==> src/rtl/hazard_scoreboard_if.sv <==
// Issue/write-back bundle between the pipeline control and the hazard scoreboard.
interface hazard_scoreboard_if;
    logic        issue_valid;
    logic [4:0]  issue_rs1;
    logic [4:0]  issue_rs2;
    logic [4:0]  issue_rd;
    logic        issue_reg_write;
    logic        wb_reg_write;
    logic [4:0]  wb_rd;
    logic        flush;
    logic        stall;
    logic [31:0] busy_mask;
    logic [15:0] stall_count;
    logic        underflow_err;
    logic        deadlock_err;

    modport master (
        output issue_valid, issue_rs1, issue_rs2, issue_rd, issue_reg_write,
        output wb_reg_write, wb_rd, flush,
        input  stall, busy_mask, stall_count, underflow_err, deadlock_err
    );

    modport slave (
        input  issue_valid, issue_rs1, issue_rs2, issue_rd, issue_reg_write,
        input  wb_reg_write, wb_rd, flush,
        output stall, busy_mask, stall_count, underflow_err, deadlock_err
    );
endinterface

==> src/rtl/hazard_scoreboard.sv <==
// Per-register pending-write scoreboard with stall generation and deadlock watchdog.
// state   | meaning
// RUN     | no stall was seen at the previous posedge
// STALLED | stall held at the previous posedge; run length is accumulating
module hazard_scoreboard #(
    parameter int MAX_PEND = 3,
    parameter int TIMEOUT  = 64
) (
    input logic                clk,
    input logic                reset,
    hazard_scoreboard_if.slave bus
);
    localparam int CW  = $clog2(MAX_PEND + 1);
    localparam int RLW = (TIMEOUT < 2) ? 1 : $clog2(TIMEOUT + 1);

    typedef enum logic {RUN, STALLED} state_t;

    logic [CW-1:0]  cnt [32];
    logic [31:0]    wb_hit;
    logic [31:0]    src_busy;
    logic [31:0]    inc;
    logic [31:0]    busy;
    logic           rd_full;
    logic           stall;
    logic           issue_acc;
    logic           underflow_q;

    state_t         state_q, state_d;
    logic [RLW-1:0] run_len_q, run_len_d;
    logic           deadlock_q, deadlock_d;
    logic [15:0]    stall_count_q;

    // A write-back in the same cycle releases one pending write before the hazard check.
    always_comb begin
        wb_hit   = '0;
        src_busy = '0;
        busy     = '0;
        for (int r = 1; r < 32; r++) begin
            wb_hit[r]   = bus.wb_reg_write && (bus.wb_rd == 5'(r));
            src_busy[r] = (cnt[r] > CW'(1)) || ((cnt[r] == CW'(1)) && !wb_hit[r]);
            busy[r]     = (cnt[r] != '0);
        end
    end

    always_comb begin
        rd_full   = bus.issue_reg_write && (bus.issue_rd != 5'd0) &&
                    (cnt[bus.issue_rd] == CW'(MAX_PEND)) && !wb_hit[bus.issue_rd];
        stall     = !reset && bus.issue_valid &&
                    (src_busy[bus.issue_rs1] || src_busy[bus.issue_rs2] || rd_full);
        issue_acc = bus.issue_valid && !stall && bus.issue_reg_write && (bus.issue_rd != 5'd0);
        inc       = '0;
        for (int r = 1; r < 32; r++) begin
            inc[r] = issue_acc && (bus.issue_rd == 5'(r));
        end
    end

    always_ff @(posedge clk or posedge reset) begin
        if (reset) begin
            for (int r = 0; r < 32; r++) cnt[r] <= '0;
            underflow_q <= 1'b0;
        end else if (bus.flush) begin
            for (int r = 0; r < 32; r++) cnt[r] <= '0;
        end else begin
            for (int r = 1; r < 32; r++) begin
                if (inc[r] && !wb_hit[r]) begin
                    cnt[r] <= cnt[r] + CW'(1);
                end else if (!inc[r] && wb_hit[r]) begin
                    if (cnt[r] == '0) underflow_q <= 1'b1;
                    else              cnt[r] <= cnt[r] - CW'(1);
                end
            end
        end
    end

    always_ff @(posedge clk or posedge reset) begin
        if (reset) begin
            state_q       <= RUN;
            run_len_q     <= '0;
            deadlock_q    <= 1'b0;
            stall_count_q <= '0;
        end else begin
            state_q    <= state_d;
            run_len_q  <= run_len_d;
            deadlock_q <= deadlock_d;
            if (stall && (stall_count_q != 16'hFFFF)) stall_count_q <= stall_count_q + 16'd1;
        end
    end

    // Entering STALLED counts the entry cycle itself, so the Nth stalled posedge leaves run_len = N.
    always_comb begin
        state_d    = state_q;
        run_len_d  = run_len_q;
        deadlock_d = deadlock_q;
        case (state_q)
            RUN: begin
                if (stall) begin
                    state_d   = STALLED;
                    run_len_d = RLW'(1);
                end
            end
            STALLED: begin
                if (stall) begin
                    if (run_len_q != RLW'(TIMEOUT)) run_len_d = run_len_q + RLW'(1);
                end else begin
                    state_d = RUN;
                end
            end
            default: state_d = RUN;
        endcase
        if (stall && (run_len_d == RLW'(TIMEOUT))) deadlock_d = 1'b1;
    end

    assign bus.stall         = stall;
    assign bus.busy_mask     = busy;
    assign bus.stall_count   = stall_count_q;
    assign bus.underflow_err = underflow_q;
    assign bus.deadlock_err  = deadlock_q;
endmodule

==> src/flat_wrapper.sv <==
// flat-port wrapper written by rule: the top's interface ports become plain ports
module hazard_scoreboard_flat 
#(
    parameter int MAX_PEND = 3,
    parameter int TIMEOUT  = 64
)
  (clk, reset, bus_issue_valid, bus_issue_rs1, bus_issue_rs2, bus_issue_rd, bus_issue_reg_write, bus_wb_reg_write, bus_wb_rd, bus_flush, bus_stall, bus_busy_mask, bus_stall_count, bus_underflow_err, bus_deadlock_err);
  hazard_scoreboard_if bus_i ();
  input logic clk;
  input logic reset;
  input wire logic [$bits(bus_i.issue_valid)-1:0] bus_issue_valid;
  input wire logic [$bits(bus_i.issue_rs1)-1:0] bus_issue_rs1;
  input wire logic [$bits(bus_i.issue_rs2)-1:0] bus_issue_rs2;
  input wire logic [$bits(bus_i.issue_rd)-1:0] bus_issue_rd;
  input wire logic [$bits(bus_i.issue_reg_write)-1:0] bus_issue_reg_write;
  input wire logic [$bits(bus_i.wb_reg_write)-1:0] bus_wb_reg_write;
  input wire logic [$bits(bus_i.wb_rd)-1:0] bus_wb_rd;
  input wire logic [$bits(bus_i.flush)-1:0] bus_flush;
  output wire logic [$bits(bus_i.stall)-1:0] bus_stall;
  output wire logic [$bits(bus_i.busy_mask)-1:0] bus_busy_mask;
  output wire logic [$bits(bus_i.stall_count)-1:0] bus_stall_count;
  output wire logic [$bits(bus_i.underflow_err)-1:0] bus_underflow_err;
  output wire logic [$bits(bus_i.deadlock_err)-1:0] bus_deadlock_err;
  assign bus_i.issue_valid = bus_issue_valid;
  assign bus_i.issue_rs1 = bus_issue_rs1;
  assign bus_i.issue_rs2 = bus_issue_rs2;
  assign bus_i.issue_rd = bus_issue_rd;
  assign bus_i.issue_reg_write = bus_issue_reg_write;
  assign bus_i.wb_reg_write = bus_wb_reg_write;
  assign bus_i.wb_rd = bus_wb_rd;
  assign bus_i.flush = bus_flush;
  assign bus_stall = bus_i.stall;
  assign bus_busy_mask = bus_i.busy_mask;
  assign bus_stall_count = bus_i.stall_count;
  assign bus_underflow_err = bus_i.underflow_err;
  assign bus_deadlock_err = bus_i.deadlock_err;
  hazard_scoreboard #(.MAX_PEND(MAX_PEND), .TIMEOUT(TIMEOUT)) u_core (.clk(clk), .reset(reset), .bus(bus_i));
endmodule
==> config.mk <==
export PLATFORM = sky130hd
export DESIGN_NAME = hazard_scoreboard_flat
export DESIGN_NICKNAME = d
export VERILOG_FILES = /design/src/rtl/hazard_scoreboard_if.sv /design/src/rtl/hazard_scoreboard.sv /design/src/flat_wrapper.sv
export SDC_FILE = /design/constraint.sdc
export NUM_CORES = 1
export LEC_CHECK = 0
export BUFFER_PORTS_ARGS = -buffer_cell sky130_fd_sc_hd__buf_2
export CAP_MARGIN = 20
export CORE_MARGIN = 2
export CORE_UTILIZATION = 25
export DETAILED_ROUTE_END_ITERATION = 8
export HOLD_SLACK_MARGIN = 0.08
export PLACE_DENSITY = 0.44
export SLEW_MARGIN = 0
export SYNTH_ARGS = -nofsm -noshare
export SYNTH_HDL_FRONTEND = slang
export SYNTH_SLANG_ARGS = --single-unit
==> constraint.sdc <==
create_clock -name clk -period 8.2 [get_ports clk]
set_input_delay 0.41 -clock clk [delete_from_list [all_inputs] [get_ports clk]]
set_output_delay 0.41 -clock clk [all_outputs]
set_load 0.03 [all_outputs]
==> results.yml, run 1 <==
worst_setup_path:
  regToRegEndpoint: "u_core.bus.underflow_err"
  reg2reg_slack_ns: 4.19
  rr_worst_depth: 12
  worstSetupPathType: "primary input to flip-flop"
  cp_data_arrival_time_ns: 4.55
  startpoint_type: "primary input"
  reg2reg_from: "u_core.cnt[61]"
  critPathRequiredTime_ns: 8.42
  critical_path.max_fanout: 39
  endpoint_kind: "flip-flop"
cts:
  cts-root-buf: "clkbuf_16"
  cts_buffers: 9
  post_cts_buffers: 0
  htreeDepth: 3
  tritoncts: "built"
  cts_resized: 0
  ctsHoldBuffers: 0
  clk_pin_slew_worst_paths_ns: 0.08
  clock_path_buffers: 2
  insertion_delay_ns: 0.37
  cts.sinks: 88
synth:
  netlist_area_mm2: 0.00891
  async_reset_ff_share_pct: 100
  yosysWarnings: 0
  yosys-top-cells-area: "dfrtp_1 25%, ha_1 9.1%, nor2_1 5.3%"
  synth.distinct_cells: 87
  yosys.area.top_type: "dfrtp_1"
  synth_top_area_share_pct: 24.7
  yosys.cell_count.top_type: "nor2_1"
  postSynthCellCount: 1121
  yosysSeqAreaShare_pct: 24.7
  synth_ff_type: "dfrtp_1"
  synth_common_cells: "125 x nor2_1, 109 x inv_1, 100 x nand2_1"
  ys_ff_latch: 88
  synthesis.nets: 1212
  synth_edf_count: 0
  avgSynthCellArea_um2: 7.95
timing:
  finalSetupViolations: 0
  fin_crit_ns: 4.33
  final-hold-violation-count: 0
  rsz0062_at_grt: "false"
  worst_pin_slew_ns: 1.04
  maxSlewHeadroom_pct: 30.7
  maxSlewViolCount: 0
  final.setup.tns_ns: 0
  fin_worst_skew_ns: 0.0151
  finalCritPeriodShare_pct: 52.8
  clock.fmax_mhz: 231
power_and_ir_drop:
  total_power_mw: 1.28
  power_density_mw_per_mm2: 129
  peakVddDrop_mv: 0.125
  cellLeakagePower_nw: 4.02
finish:
  register_area_mm2: 0.00220
  drive_gt1_share_pct: 12.1
  fillers: 3818
  fin_nets: 1245
  syn_to_final_growth_pct: 10.7
  n_antenna_cell: 0
  multiInputGateArea_mm2: 0.00596
drt:
  vias: 8628
  viasPerCell: 5.33
  drc: 0
  drtAntennaViolNets: 0
  initialDrtViolationCount: 808
  routed_wl_um: 32800
  wl_per_cell_um: 20.3
  firstDrtPassIters: 6
placement:
  hpwl_um: 24700
  gp_congestion: 0.960
  numPortBuffers: 75
floorplan:
  dieArea_mm2: 0.0372
  core_area_mm2: 0.0353
  start_util_pct: 25.2
  row_count: 69
  dieWidth_um: 193
  die_h_um: 193
  ios: 77
global_routing:
  overflow: 0
  grt_first_pass_wirelength_um: 50600
  grt_max_degree: 62
  grt_usage_pct: 18.1
  grt_pass1_vias: 8192
  antenna_found_initial: 0
job:
  cap_violations: 0
status:
  status: "completed"
hold_path:
  hold_path_class: "primary input to async pin"
[final cells by class]
type,instances,area share [%]
multi-input cells,863,60.4
repair buffers,81,4.26
inverters,111,4.25
well taps,461,5.85
flip-flops and latches,88,22.3
clock buffers,10,2.42
clock inverters,6,0.444
[power breakdown]
part | internal, mW | leakage (nW) | switching [mW]
sequential | 0.462 | 1.21 | 0.0361
combinational | 0.111 | 2.67 | 0.247
clock | 0.216 | 0.144 | 0.204
[flip-flops by register name (all words and copies together), names as in the netlist]
| name | flops |
|---|---|
| u_core.bus.underflow_err | 1 |
| u_core.cnt | 62 |
| u_core.bus.deadlock_err | 1 |
| u_core.state_q | 1 |
| u_core.bus.stall_count | 16 |
| u_core.run_len_q | 7 |
[layout by cell type (no fill, tap or decap), types with 5 or more instances in the layout]
master / instances
ha_1: 65
a22oi_1: 7
and2_1: 8
xnor2_1: 34
a211oi_1: 12
o21ai_0: 54
nor2_1: 125
clkbuf_16: 9
a31oi_1: 39
nand3_1: 59
mux4_2: 8
nor3_1: 19
nand2_1: 100
or3_1: 11
a21o_1: 5
and3_1: 20
and4_1: 7
buf_2: 75
a311oi_1: 18
mux2i_1: 33
o22ai_1: 6
o21bai_1: 5
nor4_1: 8
inv_1: 109
o221ai_1: 5
o211ai_1: 22
dfrtp_1: 88
buf_4: 6
o21ai_1: 7
nor2b_1: 7
a21oi_1: 55
a221oi_1: 11
nand4_1: 9
nand2b_1: 9
[worst max-delay path, stage by stage]
cell and delay, ns:
buf_2 0.72, mux4_1 0.67, a22o_1 0.28, a221oi_1 0.26
nor4_1 0.14, a31oi_4 0.21, o2111ai_4 0.30, a21oi_4 0.68
a21oi_1 0.24, nor4_1 0.46, a32oi_1 0.16
[metal layers]
metal	routed length [um]	GRT usage, %
met5	0	0
met4	1010	6.58
met3	1510	2.35
met2	14800	28.5
met1	15600	25.0
[worst max path at each step]
stage,startpoint,end,cells after the start
3_3_place_gp,bus_issue_rd[0],u_core.bus.underflow_err,11
6_report,bus_issue_rd[0],u_core.bus.underflow_err,11
2_1_floorplan,reset,u_core.bus.stall_count[1],5
5_1_grt,bus_wb_rd[1],u_core.bus.underflow_err,11
3_5_place_dp,bus_issue_rd[0],u_core.bus.underflow_err,11
4_1_cts,bus_issue_rd[0],u_core.bus.underflow_err,11
[cell families after synthesis]
group	count (synthesis)	share of synthesized area [%]
other cells	1	0.0421
flops	88	24.7
simple gates	415	23.6
xor+xnor	35	3.44
compound gates	301	24.1
fa+ha+maj	65	9.13
mux	46	6.53
buf+inv	170	8.39
[through the flow]
stage	util, %	cell area, um2	instances	hold WS (ns)	setup WS [ns]
finish	27.9	9860	1620	0.452	3.87
global route	27.9	9860	1620	0.505	3.68
floorplan	-	8910	1121	0.499	3.91
CTS	27.9	9850	1619	0.468	3.96
global placement	27.1	9570	1603	0.458	3.60
detailed placement	27.1	9570	1603	0.457	3.56
Power figures use the tool's default switching activity.
==> inputs of run 2 (changes only) <==
- ABC_AREA: default -> 1
- clock period: 8.2 -> 4.5 ns (I/O delays scaled with it)
==> run 2 against run 1 <==
  * Die area shrank 4.8%
  * First-iteration DRC count shrank 13%
  * Count of clock-buffer cells in the layout shrank 1
  * Critical endpoint unchanged
==> results.yml, run 2 <==
floorplan:
  ios: 77
  core_area_mm2: 0.0334
  die_h_um: 188
  dieWidth_um: 188
  dieArea_mm2: 0.0354
  row_count: 67
  start_util_pct: 25.3
cts:
  htreeDepth: 3
  clock_path_buffers: 2
  cts_resized: 0
  insertion_delay_ns: 0.38
  cts-root-buf: "clkbuf_16"
  cts.sinks: 88
  tritoncts: "built"
  clk_pin_slew_worst_paths_ns: 0.08
  cts_buffers: 9
finish:
  largest-register: "u_core.cnt"
  n_antenna_cell: 0
  fin_cells: 1850
  fillers: 3770
  final_util_pct: 28.9
  final_common_cell: "nand3_1"
  final_cell_mix: "274 x nand3_1, 220 x nand2_1, 203 x inv_1, 153 x nor2_1, 88 x dfrtp_1"
  syn_to_final_growth_pct: 14.2
  design_area_mm2: 0.00967
  drive_gt1_share_pct: 11.9
  largest_reg_flops: 62
  fin_nets: 1488
timing:
  fin_crit_ns: 3.42
  rsz0062_at_grt: "false"
  whs_ns: 0.385
  finalSetupViolations: 0
  maxSlewViolCount: 0
  fin_worst_skew_ns: 0.0214
  final-hold-violation-count: 0
  maxSlewHeadroom_pct: 32.7
  finalCritPeriodShare_pct: 75.9
  clock.fmax_mhz: 293
  fin_ws_ns: 1.08
  worst_pin_slew_ns: 1.01
  final.setup.tns_ns: 0
job:
  cap_violations: 0
global_routing:
  grt_usage_pct: 19.6
  overflow: 0
  grt_pass1_vias: 8799
  antenna_found_initial: 3
  grt_max_degree: 95
  grt_first_pass_wirelength_um: 52400
drt:
  vias: 9125
  wl_per_cell_um: 18.6
  firstDrtPassIters: 5
  drc: 0
  initialDrtViolationCount: 699
  routed_wl_um: 34400
  drtAntennaViolNets: 0
  viasPerCell: 4.93
synth:
  yosysSeqAreaShare_pct: 26.0
  yosys-top-cells-area: "dfrtp_1 26%, nand3_1 16%, nand2_1 9.7%"
  synth.distinct_cells: 38
  async_reset_ff_share_pct: 100
  postSynthCellCount: 1330
  avgSynthCellArea_um2: 6.37
  synthesis.nets: 1421
  yosys.cell_count.top_type: "nand3_1"
  synth_edf_count: 0
  yosys.area.top_type: "dfrtp_1"
  ys_ff_latch: 88
  netlist_area_mm2: 0.00847
  yosysWarnings: 0
  synth_top_area_share_pct: 26.0
  synth_ff_type: "dfrtp_1"
  synth_common_cells: "274 x nand3_1, 220 x nand2_1, 205 x inv_1"
placement:
  place_area_mm2: 0.00937
  dp.cells: 1833
  hpwl_um: 27100
  numPortBuffers: 75
  post-place-ws_ns: 0.780
  gp_congestion: 0.972
worst_setup_path:
  critical_path.max_fanout: 14
  endpoint_kind: "flip-flop"
  slowest_stage: "inv_1"
  crit_top_cell: "nand2_1"
  worstSetupPathType: "primary input to flip-flop"
  cp_data_arrival_time_ns: 3.68
  startpoint_type: "primary input"
  critPathRequiredTime_ns: 4.76
  max_stage_delay_ns: 0.37
  worstPathCellList: "buf_2 > inv_1 > nand2_2 > inv_1 > nand2_1 > o22ai_1 > nor2_1 > nand2_1 > nor2_1 > nand2_1 > nand2_1 > nand2_1 > nand3_1 > nand2_2 > buf_12 > nand3_1 > nand3_1 > nand2_1 > nor2_1 > nand2_1 > nor2_1 > a21oi_1"
power_and_ir_drop:
  cellLeakagePower_nw: 4.88
  power_density_mw_per_mm2: 323
  peakVddDrop_mv: 0.198
  total_power_mw: 3.13
status:
  status: "completed"
hold_path:
  hold_path_class: "primary input to flip-flop"
run 2: changes by cell type after synthesis, moves of 28 or more:
cell	delta
nand3_1	+215
nand2_1	+120
inv_1	+96
a21oi_1	-46
a31oi_1	-37
mux2i_1	-33
or2_0	+31
nor2_1	+30
xnor2_1	-29
nand4_1	+28
run 2: critical path, delay by kind of cell:
family	cells	cell delay [ns]
compound gates	2	0.44
simple gates	16	2.18
buf+inv	4	0.80
run 2: repair_timing:
action                    in CTS  in global routing
hold endpoints to repair      56                  0
hold buffers                   1                  0
buffers inserted               0                  0
run 2: per-layer routing:
layer	GRT usage, %	part of all wire, %	up-vias	wire length, um
met2	31.9	46	311	15700
met1	26.4	46	4272	15700
met4	6.03	2.6	6	896
met3	3.18	6.0	56	2050
met5	0	0.096	-	33
li1	-	-	4480	-
run 2: final timing paths:
kind	depth (start not counted)	endpoint	from	slack [ns]
hold / removal	7	u_core.bus.underflow_err	bus_flush	0.38
hold reg to reg	2	u_core.bus.deadlock_err	u_core.bus.deadlock_err	0.48
setup / recovery	22	u_core.bus.underflow_err	bus_issue_rd[0]	1.08
max in group asynchronous	4	u_core.cnt[12]	reset	2.99
min in group asynchronous	3	u_core.cnt[21]	reset	0.54
setup reg to reg	22	u_core.bus.underflow_err	u_core.cnt[37]	1.21
run 2: logic make-up (layout without fill, tap and decap cells):
logic type / after synthesis / after routing / synth area share [%]
other: 1 / 1 / 0.0443
AO/OA/AOI/OAI: 127 / 127 / 8.15
buffers and inverters: 250 / 322 / 11.6
XOR/XNOR: 17 / 17 / 1.76
flip-flops: 88 / 88 / 26.0
adder cells (fa/ha/maj): 65 / 65 / 9.60
AND/OR/NAND/NOR: 782 / 782 / 42.8
run 2: final cells by class:
| cell class | count | area, um2 | area share, % |
|---|---|---|---|
| clock buffers | 9 | 225 | 2.33 |
| clock inverters | 7 | 70.1 | 0.724 |
| inverters | 214 | 807 | 8.34 |
| multi-input cells | 992 | 5290 | 54.7 |
| flip-flops and latches | 88 | 2200 | 22.8 |
| well taps | 448 | 561 | 5.79 |
| repair buffers | 92 | 518 | 5.35 |
run 2: power breakdown:
part / leakage (nW) / total (mW) / internal, mW / switching, mW
Clock: 0.144 / 0.825 / 0.395 / 0.430
Combinational: 3.62 / 1.29 / 0.412 / 0.882
Sequential: 1.11 / 1.01 / 0.909 / 0.0982
